[src/rtl/vector_alu_wb.sv]
// Vector execute/writeback stage: lane-wise 8-bit ALU with single-cycle ops and a
// 4-cycle, one-lane-per-cycle MUL. Drives the register file write port.
module vector_alu_wb #(
  parameter int unsigned DATA_WIDTH = 8,
  parameter int unsigned LANES      = 4
) (
  input  logic                          clk,
  input  logic                          rst_n,
  input  logic                          i_valid,
  input  logic [3:0]                    i_op,
  input  logic [3:0]                    i_rd,
  input  logic [DATA_WIDTH*LANES-1:0]   i_a,
  input  logic [DATA_WIDTH*LANES-1:0]   i_b,
  output logic                          o_ready,
  output logic                          o_we,
  output logic [3:0]                    o_w_addr,
  output logic [DATA_WIDTH*LANES-1:0]   o_w_data
);

  typedef enum logic [3:0] {
    OP_NOP  = 4'd0,
    OP_ADD  = 4'd1,
    OP_SUB  = 4'd2,
    OP_AND  = 4'd3,
    OP_OR   = 4'd4,
    OP_XOR  = 4'd5,
    OP_SHL  = 4'd6,
    OP_SHR  = 4'd7,
    OP_MIN  = 4'd8,
    OP_MAX  = 4'd9,
    OP_ADDS = 4'd10,
    OP_MUL  = 4'd11
  } op_e;

  typedef enum logic {
    S_IDLE,
    S_MUL
  } state_e;

  state_e                        state;
  logic [1:0]                    cnt;
  logic [DATA_WIDTH*LANES-1:0]   mul_a;
  logic [DATA_WIDTH*LANES-1:0]   mul_b;
  logic [3:0]                    mul_rd;
  logic [DATA_WIDTH*LANES-1:0]   mul_res;
  logic [DATA_WIDTH*LANES-1:0]   alu_res;
  logic [DATA_WIDTH-1:0]         mul_lane;
  logic                          accept;
  logic                          single_op;

  function automatic logic [7:0] lane_op(input logic [3:0] op,
                                         input logic [7:0] a,
                                         input logic [7:0] b);
    logic [8:0] sum;
    sum = {1'b0, a} + {1'b0, b};
    case (op)
      OP_ADD:  lane_op = sum[7:0];
      OP_SUB:  lane_op = a - b;
      OP_AND:  lane_op = a & b;
      OP_OR:   lane_op = a | b;
      OP_XOR:  lane_op = a ^ b;
      OP_SHL:  lane_op = a << b[2:0];
      OP_SHR:  lane_op = a >> b[2:0];
      OP_MIN:  lane_op = (a < b) ? a : b;
      OP_MAX:  lane_op = (a > b) ? a : b;
      OP_ADDS: lane_op = sum[8] ? 8'hFF : sum[7:0];
      default: lane_op = '0;
    endcase
  endfunction

  always_comb begin
    alu_res = '0;
    for (int unsigned i = 0; i < LANES; i++) begin
      alu_res[DATA_WIDTH*i +: DATA_WIDTH] =
        lane_op(i_op, i_a[DATA_WIDTH*i +: DATA_WIDTH], i_b[DATA_WIDTH*i +: DATA_WIDTH]);
    end
  end

  assign o_ready   = (state == S_IDLE);
  assign accept    = i_valid && o_ready;
  assign single_op = (i_op >= OP_ADD) && (i_op <= OP_ADDS);
  assign mul_lane  = mul_a[DATA_WIDTH*cnt +: DATA_WIDTH] * mul_b[DATA_WIDTH*cnt +: DATA_WIDTH];

  always_ff @(posedge clk) begin
    if (!rst_n) begin
      state    <= S_IDLE;
      cnt      <= '0;
      mul_a    <= '0;
      mul_b    <= '0;
      mul_rd   <= '0;
      mul_res  <= '0;
      o_we     <= 1'b0;
      o_w_addr <= '0;
      o_w_data <= '0;
    end else begin
      o_we <= 1'b0;
      case (state)
        S_IDLE: begin
          if (accept) begin
            if (i_op == OP_MUL) begin
              mul_a  <= i_a;
              mul_b  <= i_b;
              mul_rd <= i_rd;
              cnt    <= '0;
              state  <= S_MUL;
            end else if (single_op && (i_rd != 4'd0)) begin
              o_we     <= 1'b1;
              o_w_addr <= i_rd;
              o_w_data <= alu_res;
            end
          end
        end
        S_MUL: begin
          mul_res[DATA_WIDTH*cnt +: DATA_WIDTH] <= mul_lane;
          cnt <= cnt + 2'd1;
          if (cnt == 2'd3) begin
            // Last lane goes straight to the write port; the result register only holds lanes 0..2 in time.
            state <= S_IDLE;
            if (mul_rd != 4'd0) begin
              o_we     <= 1'b1;
              o_w_addr <= mul_rd;
              o_w_data <= {mul_lane, mul_res[DATA_WIDTH*3-1:0]};
            end
          end
        end
        default: state <= S_IDLE;
      endcase
    end
  end

endmodule
[config.mk]
export PLATFORM = sky130hd
export DESIGN_NAME = vector_alu_wb
export DESIGN_NICKNAME = d
export VERILOG_FILES = /design/src/rtl/vector_alu_wb.sv
export SDC_FILE = /design/constraint.sdc
export NUM_CORES = 1
export LEC_CHECK = 0
export CORE_UTILIZATION = 40
export CTS_BUF_LIST = sky130_fd_sc_hd__clkbuf_8
export DETAILED_ROUTE_END_ITERATION = 8
export REMOVE_ABC_BUFFERS = 1
export SLEW_MARGIN = 0
export SYNTH_ARGS = -nofsm -noshare
export SYNTH_HDL_FRONTEND = slang
export SYNTH_SLANG_ARGS = --single-unit
export TNS_END_PERCENT = 30
[constraint.sdc]
create_clock -name clk -period 5.6 [get_ports clk]
set_input_delay 0.84 -clock clk [delete_from_list [all_inputs] [get_ports clk]]
set_output_delay 0.84 -clock clk [all_outputs]
set_load 0.01 [all_outputs]
[After elaboration in Yosys (flattened, before gate mapping)]
Cells that the tools add are included.
Widths: inputs -> output; s select.
Operators by class
  shift-type cells: 12
  muxes and demuxes: 42
  reductions and logical operators: 8
  eq/ne operators: 18
  $mul: 1
  magnitude comparators: 10
  bitwise gates (word level): 13
  $add $sub $neg: 10
Operators with widths (number)
  $pmux 8 s10: 4
  $mux 32: 5
  $mux 8: 12
  $pmux 32 s2: 1
  $shiftx 32x6->8: 2
  $add 8x8->9: 4
  $neg 5->34: 1
  $shift 8x34->32 const A: 1
  $shiftx 8x34->32: 1
  $and 8x8->8: 4
  $bwmux 32: 1
  $gt 8x8->1: 4
  $lt 8x8->1: 4
  $or 8x8->8: 4
  $shl 8x3->8: 4
  $shr 8x3->8: 4
  $sub 8x8->8: 4
  $xor 8x8->8: 4
  $mux 4: 5
  $eq 4x3->1 const B: 4
  $eq 4x4->1 const B: 4
  $ne 2x1->1 const B: 5
  $eq 4x2->1 const B: 2
  $mul 8x8->8: 1
  other kinds (17): 29
Word-level totals
  input bits: 75
  register bits after elaboration: 140

[Logic depth before layout (Yosys ltp)]
Gate-level depths: netlist of the first run.
  depth in word-level cells: 7
  depth in mapped cells: 20
  depth with buffers taken out: 18

[Worst setup path before layout of the first run]
OpenSTA, ideal clock, no wires.
  path type: reg2reg
  start point: reg cnt[0]
  end point: reg o_w_data[31]
  cell stages (with the launch flop): 19
  setup slack: 0.727 ns
  period minus slack after synthesis: 4.873 ns
  library setup time: 0.120 ns
  arrival: 4.753 ns
  data required time: 5.480 ns
  path buffers: 2
  path through: dfxtp_1 -> buf_6 -> buf_12 -> mux4_2 -> and2_1 -> fa_1 -> fa_1 -> ha_1 -> inv_1 -> fa_1 -> inv_1 -> ha_1 -> a21o_1 -> a21oi_1 -> xor2_1 -> xnor3_1 -> xnor2_2 -> a221oi_2 -> nor2_1
Between the ends
  longest elaborated chain between the ends: 5
  elaborated cells between the ends (all ways): 9
  those cells by class: mul: 1; eq/ne: 2; shift: 2; mux: 3; reduce/logical: 1
Ends and longest elaborated chain
  start, declared: line 41  | logic [1:0] cnt;
  start signal, assigned: line 115  | cnt <= cnt + 2'd1;
  $shiftx 32x6->8: line 82  | assign mul_lane = mul_a[DATA_WIDTH*cnt +: DATA_WIDTH] * mul_b[DATA_WIDTH*cnt +: DATA_WIDTH];
  $mul 8x8->8: line 82
  $mux 32: line 119  | if (mul_rd != 4'd0) begin
  $mux 32: line 116  | if (cnt == 2'd3) begin
  $pmux 32 s2: line 97  | case (state)
  end signal, assigned: line 109  | o_w_data <= alu_res;
  end signal, assigned: line 122  | o_w_data <= {mul_lane, mul_res[DATA_WIDTH*3-1:0]};
  end, declared: line 17  | output logic [DATA_WIDTH*LANES-1:0] o_w_data
Several ways; a longest one is shown, not always the timed one. The select of a mux whose other input is x is not followed.
A chain may end at the register's enable or synchronous reset.

[Worst setup path in the final report of the first run]
Same ends and word-level chain as after synthesis.

==> flow_metrics.py, run 1 <==
metrics = {
    "detailed_routing": {
        "wl_per_cell_um": 22.6,
        "drc": 0,
        "vias_per_cell": 6.12,
        "drtPass1Iterations": 6,
        "num_vias": 13167,
        "finalWirelength_um": 48600,
        "drtAntennaViolNets": 0,
        "detail_route.iter0.violations": 1357,
    },
    "floorplanning": {
        "core-area_mm2": 0.0319,
        "die_x_um": 183,
        "pin_count": 113,
        "die_y_um": 183,
        "initial_core_util": 0.410,
        "die-area_mm2": 0.0334,
        "std_cell_rows": 65,
    },
    "synth": {
        "synth_flop_cell": "dfxtp_1",
        "synth_fa_ha_area_frac": 0.146,
        "synth_top_family_by_area": "compound AO/OA/AOI/OAI gates",
        "ys_seq_area_frac": 0.202,
        "synth-edff-count": 0,
        "synth_xor_area_frac": 0.0188,
        "yosys.area_share.simple": 0.170,
        "syn_area_mm2": 0.0131,
        "synthArstFlopShare": 0,
        "synth_compound_area_frac": 0.268,
        "synth.mux.area_fraction": 0.121,
        "yosys_warnings": 0,
        "synth-seq-cells": 132,
        "avgSynthCellArea_um2": 8.00,
        "synth_cells": 1636,
        "synth.distinct_cells": 86,
    },
    "timing": {
        "worstMarginPinSlew_ps": 1070,
        "slew_headroom": 0.278,
        "drv_slew": 0,
        "final.setup.tns_ps": 0,
        "min_period_over_period": 0.940,
        "clock_skew_ps": 12.6,
        "hold_viol_final": 0,
        "setup_viol_count_final": 0,
        "fmax_mhz": 190,
        "layout_min_cycle_time_ps": 5270,
        "rsz0062_at_grt": "no",
    },
    "worst_setup_path": {
        "ff2ff_setup_slack_ps": 330,
        "cp-end-kind": "flop",
        "path_delay_family": "adder cells",
        "crit_path_cell_trace": "mux4_1, and2_1, fa_1, fa_1, ha_1, inv_1, fa_1, inv_1, ha_1, a21o_1, a21oi_1, xor2_1, xnor3_1, xnor2_2, a221oi_2, nor2_1",
        "crit_type": "reg2reg",
        "cp.arrival_ps": 5620,
        "critPathSlowestCell": "mux4_1",
        "crit_fanout": 11,
        "critPathMostFrequentCell": "fa_1",
        "slowest_delay_ps": 720,
        "cp-start-kind": "flop",
        "critPathBufInv": 2,
        "critPathRequiredTime_ps": 5950,
    },
    "clock_network": {
        "root_buffer": "clkbuf_8",
        "cts_buffers": 17,
        "htreeDepth": 4,
        "cts_tree": "yes",
        "ctsHoldBuffers": 0,
        "clkTransAtPathRegs_ps": 80,
        "cts_max_path_buffers": 2,
        "clk_latency_ps": 460,
        "postCtsSetupRepairBufs": 0,
        "numClockSinks": 132,
        "ctsResizeCount": 0,
    },
    "power_and_ir_drop": {
        "power.leakage_nw": 6.01,
        "power_density_mw_per_mm2": 174,
        "total_power_mw": 2.63,
        "peakVddDrop_mv": 0.0865,
    },
    "run": {
        "max_cap_viol_count": 0,
    },
    "finish": {
        "drive_gt1_frac": 0.104,
        "final_common_cell": "nand2_1",
        "nFillCells": 3241,
        "final_nets": 1920,
        "final_cell_mix": "nand2_1 (231), a21oi_1 (169), dfxtp_1 (131)",
        "area_delta_synth_final_pct": 15.2,
        "diodes": 0,
    },
    "grt": {
        "antenna_found_initial": 0,
        "grt_pass1_wl_um": 74600,
        "grt_max_degree": 64,
        "track_usage": 0.290,
        "grt_pass1_vias": 12313,
        "grt_remaining_overflow": 0,
    },
    "placement": {
        "hpwl_um": 36400,
        "portBuffers": 112,
        "place_congestion": 0.964,
    },
    "run_status": {
        "status": "finished clean",
    },
    "hold_path": {
        "hp-class": "reg2reg",
    },
}
## per-layer routing
metal,vias up,global-route usage,part of all wire
li1,6116,-,-
met1,6338,0.411,0.45
met2,647,0.457,0.45
met3,66,0.0463,0.083
met4,0,0.0750,0.018
met5,-,0,0
## report_power, final
part           internal (mW)  switching (mW)  leakage [nW]
Clock                  0.341           0.410         0.188
Sequential             0.965          0.0172          1.07
Combinational          0.368           0.526          4.75
Total                   1.67           0.954          6.01
## registers in the layout, summed over array words and instances (netlist names)
| signal | flops |
|---|---|
| mul_a | 32 |
| o_w_data | 32 |
| o_w_addr | 4 |
| cnt | 2 |
| mul_res | 24 |
| state | 1 |
| mul_b | 32 |
| mul_rd | 4 |
| o_we | 1 |
## stage by stage
| stage | hold WS [ps] | std cells | cell area (um2) | util | setup slack (ps) |
|---|---|---|---|---|---|
| global route | 480 | 2152 | 15100 | 0.473 | 6.58 |
| global placement | 442 | 2120 | 14700 | 0.462 | 369 |
| finish | 460 | 2152 | 15100 | 0.473 | 334 |
| CTS | 457 | 2152 | 15100 | 0.473 | 322 |
| detailed placement | 445 | 2120 | 14700 | 0.462 | 334 |
| floorplan | 425 | 1511 | 12600 | - | 321 |
## synthesized netlist by cell type (20+ instances only)
library cell,count,area [um2]
mux4_2,41,923
ha_1,121,1510
clkbuf_1,88,330
a22oi_1,41,308
nor3_1,34,170
o21ai_0,71,355
and3_1,20,125
fa_1,20,400
dfxtp_1,132,2640
nand2_1,231,867
inv_1,112,420
nand3_1,22,110
a221oi_1,38,333
buf_2,24,120
mux2i_1,40,400
a21oi_1,169,846
and2_1,23,144
nor2_1,97,364
## final timing paths
path	from	to	depth (start not counted)
min	mul_b[12]	mul_b[12]	2
max	cnt[0]	o_w_data[31]	16
min reg2reg	mul_b[12]	mul_b[12]	2
max reg2reg	cnt[0]	o_w_data[31]	16
## layout make-up
type	instances	area, um2	area share
Sequential cell	132	2640	0.175
Inverter	115	433	0.0287
Multi-Input combinational cell	1264	9510	0.631
Clock buffer	20	275	0.0183
Tap cell	435	544	0.0361
Clock inverter	12	81.3	0.00539
Timing Repair Buffer	174	1590	0.105
## kinds of logic (layout without fill, tap and decap cells)
group                    after synthesis  in the layout
AND/OR/NAND/NOR                      489            489
multiplexers                          93             93
AO/OA/AOI/OAI                        517            517
XOR/XNOR                              24             24
adder cells (fa/ha/maj)              141            141
flip-flops                           132            132
buffers and inverters                240            321
## worst register-to-register path: stages (launching register included)
cell and delay, ps:
dfxtp_1 700, mux4_1 720, and2_1 220, fa_1 450, fa_1 510, ha_1 300, inv_1 50, fa_1 530
inv_1 40, ha_1 330, a21o_1 170, a21oi_1 170, xor2_1 170, xnor3_1 270, xnor2_2 180, a221oi_2 290
nor2_1 70
(Power assumes the default switching activity.)
==> run 2, diff against run 1 <==
SKIP_CTS_REPAIR_TIMING = 1   (was default)
==> results of run 2 <==
The final DEF is identical to that of run 1; final timing and power are the same.
